## src/rtl/sram_scan_host.sv

```systemverilog
// Scan-chain initiator for the SRAM test unit: serializes control words into the control chain,
// deserializes the dout chain, and generates scan_clk / scan enables / scan reset from clk.
module sram_scan_host #(
    parameter int unsigned CTL_WIDTH  = 42,
    parameter int unsigned DOUT_WIDTH = 32,
    parameter int unsigned DIV        = 2
) (
    input  logic                  clk,
    input  logic                  rst,
    input  logic                  cmd_valid,
    output logic                  cmd_ready,
    input  logic [1:0]            cmd_op,
    input  logic [CTL_WIDTH-1:0]  cmd_data,
    output logic                  rsp_valid,
    input  logic                  rsp_ready,
    output logic [DOUT_WIDTH-1:0] rsp_data,
    output logic                  scan_clk,
    output logic                  ctl_scan_en,
    output logic                  ctl_scan_rstb,
    output logic                  ctl_scan_in,
    output logic                  dout_scan_en,
    input  logic                  dout_scan_out
);

    localparam int unsigned MaxW = (CTL_WIDTH > DOUT_WIDTH) ? CTL_WIDTH : DOUT_WIDTH;
    localparam int unsigned BitW = (MaxW > 1) ? $clog2(MaxW) : 1;
    localparam int unsigned PhW  = $clog2(DIV + 1);

    localparam logic [PhW-1:0]  PhLast  = PhW'(DIV - 1);
    localparam logic [BitW-1:0] CtlTop  = BitW'(CTL_WIDTH - 1);
    localparam logic [BitW-1:0] DoutTop = BitW'(DOUT_WIDTH - 1);

    localparam logic [1:0] OpNop  = 2'd0;
    localparam logic [1:0] OpRst  = 2'd1;
    localparam logic [1:0] OpLoad = 2'd2;
    localparam logic [1:0] OpRead = 2'd3;

    typedef enum logic [2:0] {
        StIdle,
        StRst,
        StShiftLo,
        StShiftHi,
        StResp
    } state_e;

    state_e                r_state, w_state_d;
    logic [1:0]            r_op, w_op_d;
    logic [PhW-1:0]        r_phase, w_phase_d;
    logic [BitW-1:0]       r_bit, w_bit_d;
    logic [CTL_WIDTH-1:0]  r_shadow, w_shadow_d;
    logic [DOUT_WIDTH-1:0] r_rsp_data, w_rsp_data_d;
    logic                  r_cmd_ready, w_cmd_ready_d;
    logic                  r_rsp_valid, w_rsp_valid_d;
    logic                  r_scan_clk, w_scan_clk_d;
    logic                  r_ctl_en, w_ctl_en_d;
    logic                  r_ctl_rstb, w_ctl_rstb_d;
    logic                  r_dout_en, w_dout_en_d;

    logic w_accept;
    logic w_phase_last;
    logic w_is_read;

    assign w_accept     = cmd_valid && r_cmd_ready;
    assign w_phase_last = (r_phase == PhLast);
    assign w_is_read    = (r_op == OpRead);

    always_comb begin
        w_state_d     = r_state;
        w_op_d        = r_op;
        w_phase_d     = r_phase;
        w_bit_d       = r_bit;
        w_shadow_d    = r_shadow;
        w_rsp_data_d  = r_rsp_data;
        w_cmd_ready_d = r_cmd_ready;
        w_rsp_valid_d = r_rsp_valid;
        w_scan_clk_d  = r_scan_clk;
        w_ctl_en_d    = r_ctl_en;
        w_ctl_rstb_d  = r_ctl_rstb;
        w_dout_en_d   = r_dout_en;

        unique case (r_state)
            StIdle: begin
                if (w_accept) begin
                    w_op_d    = cmd_op;
                    w_phase_d = '0;
                    case (cmd_op)
                        OpRst: begin
                            // r_bit counts the two DIV-long halves of the reset pulse
                            w_state_d     = StRst;
                            w_cmd_ready_d = 1'b0;
                            w_ctl_rstb_d  = 1'b0;
                            w_bit_d       = BitW'(1);
                        end
                        OpLoad: begin
                            // Shadow only reloads for LOAD so ctl_scan_in stays quiet otherwise
                            w_state_d     = StShiftLo;
                            w_cmd_ready_d = 1'b0;
                            w_ctl_en_d    = 1'b1;
                            w_shadow_d    = cmd_data;
                            w_bit_d       = CtlTop;
                        end
                        OpRead: begin
                            w_state_d     = StShiftLo;
                            w_cmd_ready_d = 1'b0;
                            w_dout_en_d   = 1'b1;
                            w_bit_d       = DoutTop;
                        end
                        default: ;
                    endcase
                end
            end

            StRst: begin
                if (w_phase_last) begin
                    w_phase_d = '0;
                    if (r_bit == '0) begin
                        w_state_d     = StIdle;
                        w_ctl_rstb_d  = 1'b1;
                        w_cmd_ready_d = 1'b1;
                    end else begin
                        w_bit_d = r_bit - BitW'(1);
                    end
                end else begin
                    w_phase_d = r_phase + PhW'(1);
                end
            end

            StShiftLo: begin
                if (w_phase_last) begin
                    // Last low cycle: capture dout before scan_clk rises
                    if (w_is_read) begin
                        w_rsp_data_d = (r_rsp_data << 1) | DOUT_WIDTH'(dout_scan_out);
                    end
                    w_state_d    = StShiftHi;
                    w_scan_clk_d = 1'b1;
                    w_phase_d    = '0;
                end else begin
                    w_phase_d = r_phase + PhW'(1);
                end
            end

            StShiftHi: begin
                if (w_phase_last) begin
                    w_phase_d    = '0;
                    w_scan_clk_d = 1'b0;
                    if (r_bit == '0) begin
                        w_ctl_en_d  = 1'b0;
                        w_dout_en_d = 1'b0;
                        if (w_is_read) begin
                            w_state_d     = StResp;
                            w_rsp_valid_d = 1'b1;
                        end else begin
                            w_state_d     = StIdle;
                            w_cmd_ready_d = 1'b1;
                        end
                    end else begin
                        w_state_d = StShiftLo;
                        w_bit_d   = r_bit - BitW'(1);
                        if (!w_is_read) begin
                            w_shadow_d = r_shadow << 1;
                        end
                    end
                end else begin
                    w_phase_d = r_phase + PhW'(1);
                end
            end

            StResp: begin
                if (rsp_ready) begin
                    w_state_d     = StIdle;
                    w_rsp_valid_d = 1'b0;
                    w_cmd_ready_d = 1'b1;
                end
            end

            default: begin
                w_state_d = StIdle;
            end
        endcase
    end

    always_ff @(posedge clk) begin
        if (rst) begin
            r_state     <= StIdle;
            r_op        <= OpNop;
            r_phase     <= '0;
            r_bit       <= '0;
            r_shadow    <= '0;
            r_rsp_data  <= '0;
            r_cmd_ready <= 1'b1;
            r_rsp_valid <= 1'b0;
            r_scan_clk  <= 1'b0;
            r_ctl_en    <= 1'b0;
            r_ctl_rstb  <= 1'b1;
            r_dout_en   <= 1'b0;
        end else begin
            r_state     <= w_state_d;
            r_op        <= w_op_d;
            r_phase     <= w_phase_d;
            r_bit       <= w_bit_d;
            r_shadow    <= w_shadow_d;
            r_rsp_data  <= w_rsp_data_d;
            r_cmd_ready <= w_cmd_ready_d;
            r_rsp_valid <= w_rsp_valid_d;
            r_scan_clk  <= w_scan_clk_d;
            r_ctl_en    <= w_ctl_en_d;
            r_ctl_rstb  <= w_ctl_rstb_d;
            r_dout_en   <= w_dout_en_d;
        end
    end

    assign cmd_ready     = r_cmd_ready;
    assign rsp_valid     = r_rsp_valid;
    assign rsp_data      = r_rsp_data;
    assign scan_clk      = r_scan_clk;
    assign ctl_scan_en   = r_ctl_en;
    assign ctl_scan_rstb = r_ctl_rstb;
    assign ctl_scan_in   = r_shadow[CTL_WIDTH-1];
    assign dout_scan_en  = r_dout_en;

endmodule

```

## config.mk

```make
export PLATFORM = sky130hd
export DESIGN_NAME = sram_scan_host
export DESIGN_NICKNAME = d
export VERILOG_FILES = /design/src/rtl/sram_scan_host.sv
export SDC_FILE = /design/constraint.sdc
export NUM_CORES = 1
export LEC_CHECK = 0
export ABC_AREA = 1
export BUFFER_PORTS_ARGS = -buffer_cell sky130_fd_sc_hd__buf_2
export CORE_MARGIN = 3
export CORE_UTILIZATION = 59
export CTS_CLUSTER_SIZE = 25
export DETAILED_ROUTE_END_ITERATION = 10
export GPL_TIMING_DRIVEN = 0
export PLACE_DENSITY_LB_ADDON = 0.12
export SETUP_SLACK_MARGIN = 0.05
export SYNTH_ARGS = -nofsm -noshare
export SYNTH_HDL_FRONTEND = slang
export SYNTH_SLANG_ARGS = --single-unit
```

## constraint.sdc

```tcl
create_clock -name clk -period 4.22 [get_ports clk]
set_clock_uncertainty 0.15 [all_clocks]
set_input_delay 1.055 -clock clk [delete_from_list [all_inputs] [get_ports clk]]
set_output_delay 1.055 -clock clk [all_outputs]
set_load 0.1 [all_outputs]
```

==> results.md <==
- In this run, the clock network consumes 23.1% of the power.
- The number of resized instances in the post-cts repair step is 0.
- The core area is 7290 um^2.
- The remaining global-route overflow is 0.
- The detail-routed via count per cell is between 5 and 6.
- The mapped netlist covers 4450 um^2.
- Counting the fill cells in the layout gives 644.
- During placement, the flow inserted port buffers numbering 87.
- Synthesis produced between 600 and 700 cells.
- The type of destination of the critical path is a primary output.
- The clock-pin slew reported for the worst setup and hold paths after clock tree synthesis is around 100 ps.
- Yosys attributes the largest share of cell area to sky130_fd_sc_hd__dfxtp_1, sky130_fd_sc_hd__nor2_1, sky130_fd_sc_hd__nand2_1, sky130_fd_sc_hd__o21bai_1, sky130_fd_sc_hd__o21ai_0.
- The detail route stage leaves a number of antenna-violating nets equal to 0.
- VDD sags by at most 0.000303 V.
- Grouping stages by cell kind, the critical path spends the most delay in buffers and inverters.
- The clock sink count is 93.
- The H-tree was split into 3 levels.
- The power per standard cell area is between 500 and 600 nW/um^2.
- The placed cell area is 5010 um^2.
- The flow ran to the end, and the final reports show no timing, DRC or antenna violations.
- A synthesized cell averages 6.70 um^2.
- The number of global-route vias before repair came to 4058.
- For this run, the slowest stage of the critical path takes 450 ps.
- The number of ports placed on the die boundary is 88.
- The buffers inserted during post-CTS setup optimization is 0.
- In the final routed layout, each cell accounts on average for 11.9 um.
- Based on the critical path, the design can be clocked at up to 411 MHz.
- The fraction of layout instances using a drive strength above 1 is 17.4%.
- The sequential share of power is 39.6%.
- The power dissipated by switching net loads is 0.00116 W.
- In the final timing run, aggregate negative setup slack is 0 ps.
- Traced cell by cell, the critical path runs through buf_2.
- The count of pins over their slew limit is 0.
- The first routing iteration left around 230 violations.
- The largest net degree at the start of global routing is 17.
- The number of antenna violations at the first check in global routing is 0.
- The commonest cells after synthesis are sky130_fd_sc_hd__nor2_1, sky130_fd_sc_hd__nand2_1, sky130_fd_sc_hd__dfxtp_1.
- The startpoint-to-endpoint class of the critical path is reg2out.
- In this run, synthesis produced a sequential element count of 93.
- The static leakage is 2.55 nW.
- Detailed placement ended at an HPWL of 7550 um.
- The number of antenna diodes in the final layout is 0.
- The first-pass GRT wire length is 17500 um.
- The path class of the tightest hold or removal check is reg2reg.
- By instance count, the leading cell after synthesis is sky130_fd_sc_hd__nor2_1.
- The area of the die is 8630 um^2.
- Data arrives at the worst endpoint at 1230 ps.
- On the critical path, the stage with the largest delay is an instance of sky130_fd_sc_hd__buf_2.
- The highest net fanout along the worst path is 4.
- Combinational logic burns 37.4% of the power.
- The cell type contributing the most total cell area after synthesis is sky130_fd_sc_hd__dfxtp_1.
- In this run the vertical extent of the chip is 92.9 um.
- The number of setup violations in the final report is 0.
- The number of buffers and inverters on the critical path is 1.
- For the finished layout, the period the worst path requires is 2430 ps.
- Global routing consumed, over all layers together, around a quarter of the routing resources.
- In this run, synthesis inferred 0 flip-flops with an integrated enable.
- The area share of the largest cell type after synthesis is between 40% and 50%.
- The initial standard-cell utilization of the core is 61.1%.
- The data required time at the worst endpoint is about 3000 ps.
- For the worst-skew pair, the clock arrives at the later sink with an insertion delay of 360 ps.
- TritonCTS built the clock tree.
- Sequential cells were found to cover 41.8% of the synthesized design area.
- The number of max-cap violations is 0.
- The number of failing hold endpoints at the final stage is 0.
- The final weighted congestion in routability-driven placement is slightly below 0.9.
- The length of the first detailed-routing pass in iterations is 5.
- The routed layout has approximately 4400 vias.
- The total number of nets in the final design is 817.
- The TritonCTS buffer count is 9.
- The cell row count is 31.
- Headroom to the max-slew limit came out at between 60% and 70%.
- The internal power summed over all cells is 0.00178 W.
- The number of buffers on the longest clock path is 2.
- The post-detailed-route DRC marker count is 0.
- The number of distinct library cell variants in the gate-level netlist after synthesis is 31.
- The proportion of register bits with asynchronous set or reset after synthesis is 0%.
- In this run switching power makes up 39.6% of total power.
- The die is between 90 and 100 um wide.
- Among all flip-flop cells after synthesis, the most frequent one is sky130_fd_sc_hd__dfxtp_1.
- The total wire length after detailed routing is 10300 um.
- At the pin with the least slew margin, the transition time is 515 ps.
- Of the available clock period, the critical path in the final layout requires 57.7%.
- Setup repair after global routing left no endpoint under its margin.
- The post-cts hold buffer count is 0.
- The launching element type of the critical path is a flip-flop.
- The number of nets in the synthesized netlist is 719.
- The number of synthesis warnings is 0.
- Compared with the post-synthesis result, the final layout area differs by 17.7%.
- The finished cells cover roughly 5200 um^2.
- The tree is rooted in a sky130_fd_sc_hd__clkbuf_8.
[path summary, 6_finish.rpt]
check                  from      endpoint  slack, ps  cells past startpoint
setup / recovery  cmd_ready     cmd_ready       1790                      1
hold reg to reg     r_op[1]       r_op[1]        310                      2
hold / removal      r_op[1]       r_op[1]        310                      2
setup reg to reg   r_bit[0]  r_shadow[25]       2300                      9
[metrics by stage]
step,hold WS [ps],cells,setup WS [ps],power (W),util [%]
global placement,283,851,1760,0.00222,68.8
global route,321,867,1740,0.00316,71.9
floorplan,274,665,2020,0.00204,-
CTS,308,867,1790,0.00295,71.9
detailed placement,291,851,1710,0.00227,68.8
finish,305,867,1790,0.00294,71.9
[layout make-up]
type                       instances  area, um^2  area share, %
clock buffer                      10         138           2.63
sequential                        93        1860           35.5
clock inverter                     6        91.3           1.74
buffer                            33         193           3.68
timing repair buffer              87         435           8.31
multi-input combinational        502        2260           43.0
inverter                          37         144           2.74
tap                               99         124           2.36
[routing by layer]
layer	vias up	wire, um	GRT usage, %
li1	2274	-	-
met1	1969	4540	29.9
met2	116	4970	43.0
met3	15	626	5.44
met4	0	173	8.06
met5	-	0	0
[power by group through the flow]
| stage | clock, W | sequential, W | combinational [W] |
|---|---|---|---|
| detailed placement | 0 | 0.00118 | 0.00109 |
| global route | 0.000723 | 0.00118 | 0.00125 |
| CTS | 0.000688 | 0.00116 | 0.00109 |
| finish | 0.000678 | 0.00116 | 0.00110 |
| global placement | 0 | 0.00117 | 0.00105 |
| floorplan | 0 | 0.00129 | 0.000752 |
[flip-flops by register name (all words and copies together), names as in the netlist]
name           cells
cmd_ready          1
ctl_scan_en        1
r_phase            2
ctl_scan_rstb      1
r_shadow          42
r_state            3
dout_scan_en       1
scan_clk           1
rsp_valid          1
r_op               2
rsp_data          32
r_bit              6
[cells by family (layout without fill, tap and decap cells)]
family                     count (synthesis)  after routing  synth area share (%)
and+or+nand+nor                          397            397                  35.2
AOI/OAI and AO/OA                         98             98                  13.6
DFF                                       93             93                  41.8
buffers and inverters                     70            173                  7.56
adders and majority gates                  5              5                  1.40
xor gates and xnor gates                   2              2                 0.393
[cells in the final DEF (no fill, tap or decap), types with 2 or more instances in the layout]
| cell | count |
|---|---|
| sky130_fd_sc_hd__nand2_1 | 178 |
| sky130_fd_sc_hd__nand3_1 | 18 |
| sky130_fd_sc_hd__buf_2 | 93 |
| sky130_fd_sc_hd__o21ai_1 | 18 |
| sky130_fd_sc_hd__o21bai_1 | 43 |
| sky130_fd_sc_hd__dfxtp_1 | 93 |
| sky130_fd_sc_hd__nand2_2 | 4 |
| sky130_fd_sc_hd__a21oi_1 | 8 |
| sky130_fd_sc_hd__inv_6 | 3 |
| sky130_fd_sc_hd__nand4_1 | 4 |
| sky130_fd_sc_hd__inv_2 | 6 |
| sky130_fd_sc_hd__bufinv_16 | 2 |
| sky130_fd_sc_hd__clkbuf_1 | 18 |
| sky130_fd_sc_hd__inv_1 | 30 |
| sky130_fd_sc_hd__buf_8 | 3 |
| sky130_fd_sc_hd__o21ai_0 | 25 |
| sky130_fd_sc_hd__buf_6 | 2 |
| sky130_fd_sc_hd__nor2_1 | 186 |
| sky130_fd_sc_hd__buf_4 | 3 |
| sky130_fd_sc_hd__clkbuf_8 | 10 |
| sky130_fd_sc_hd__ha_1 | 5 |
| sky130_fd_sc_hd__nor2_2 | 3 |
No activity file was read; power rests on OpenSTA's default activity.
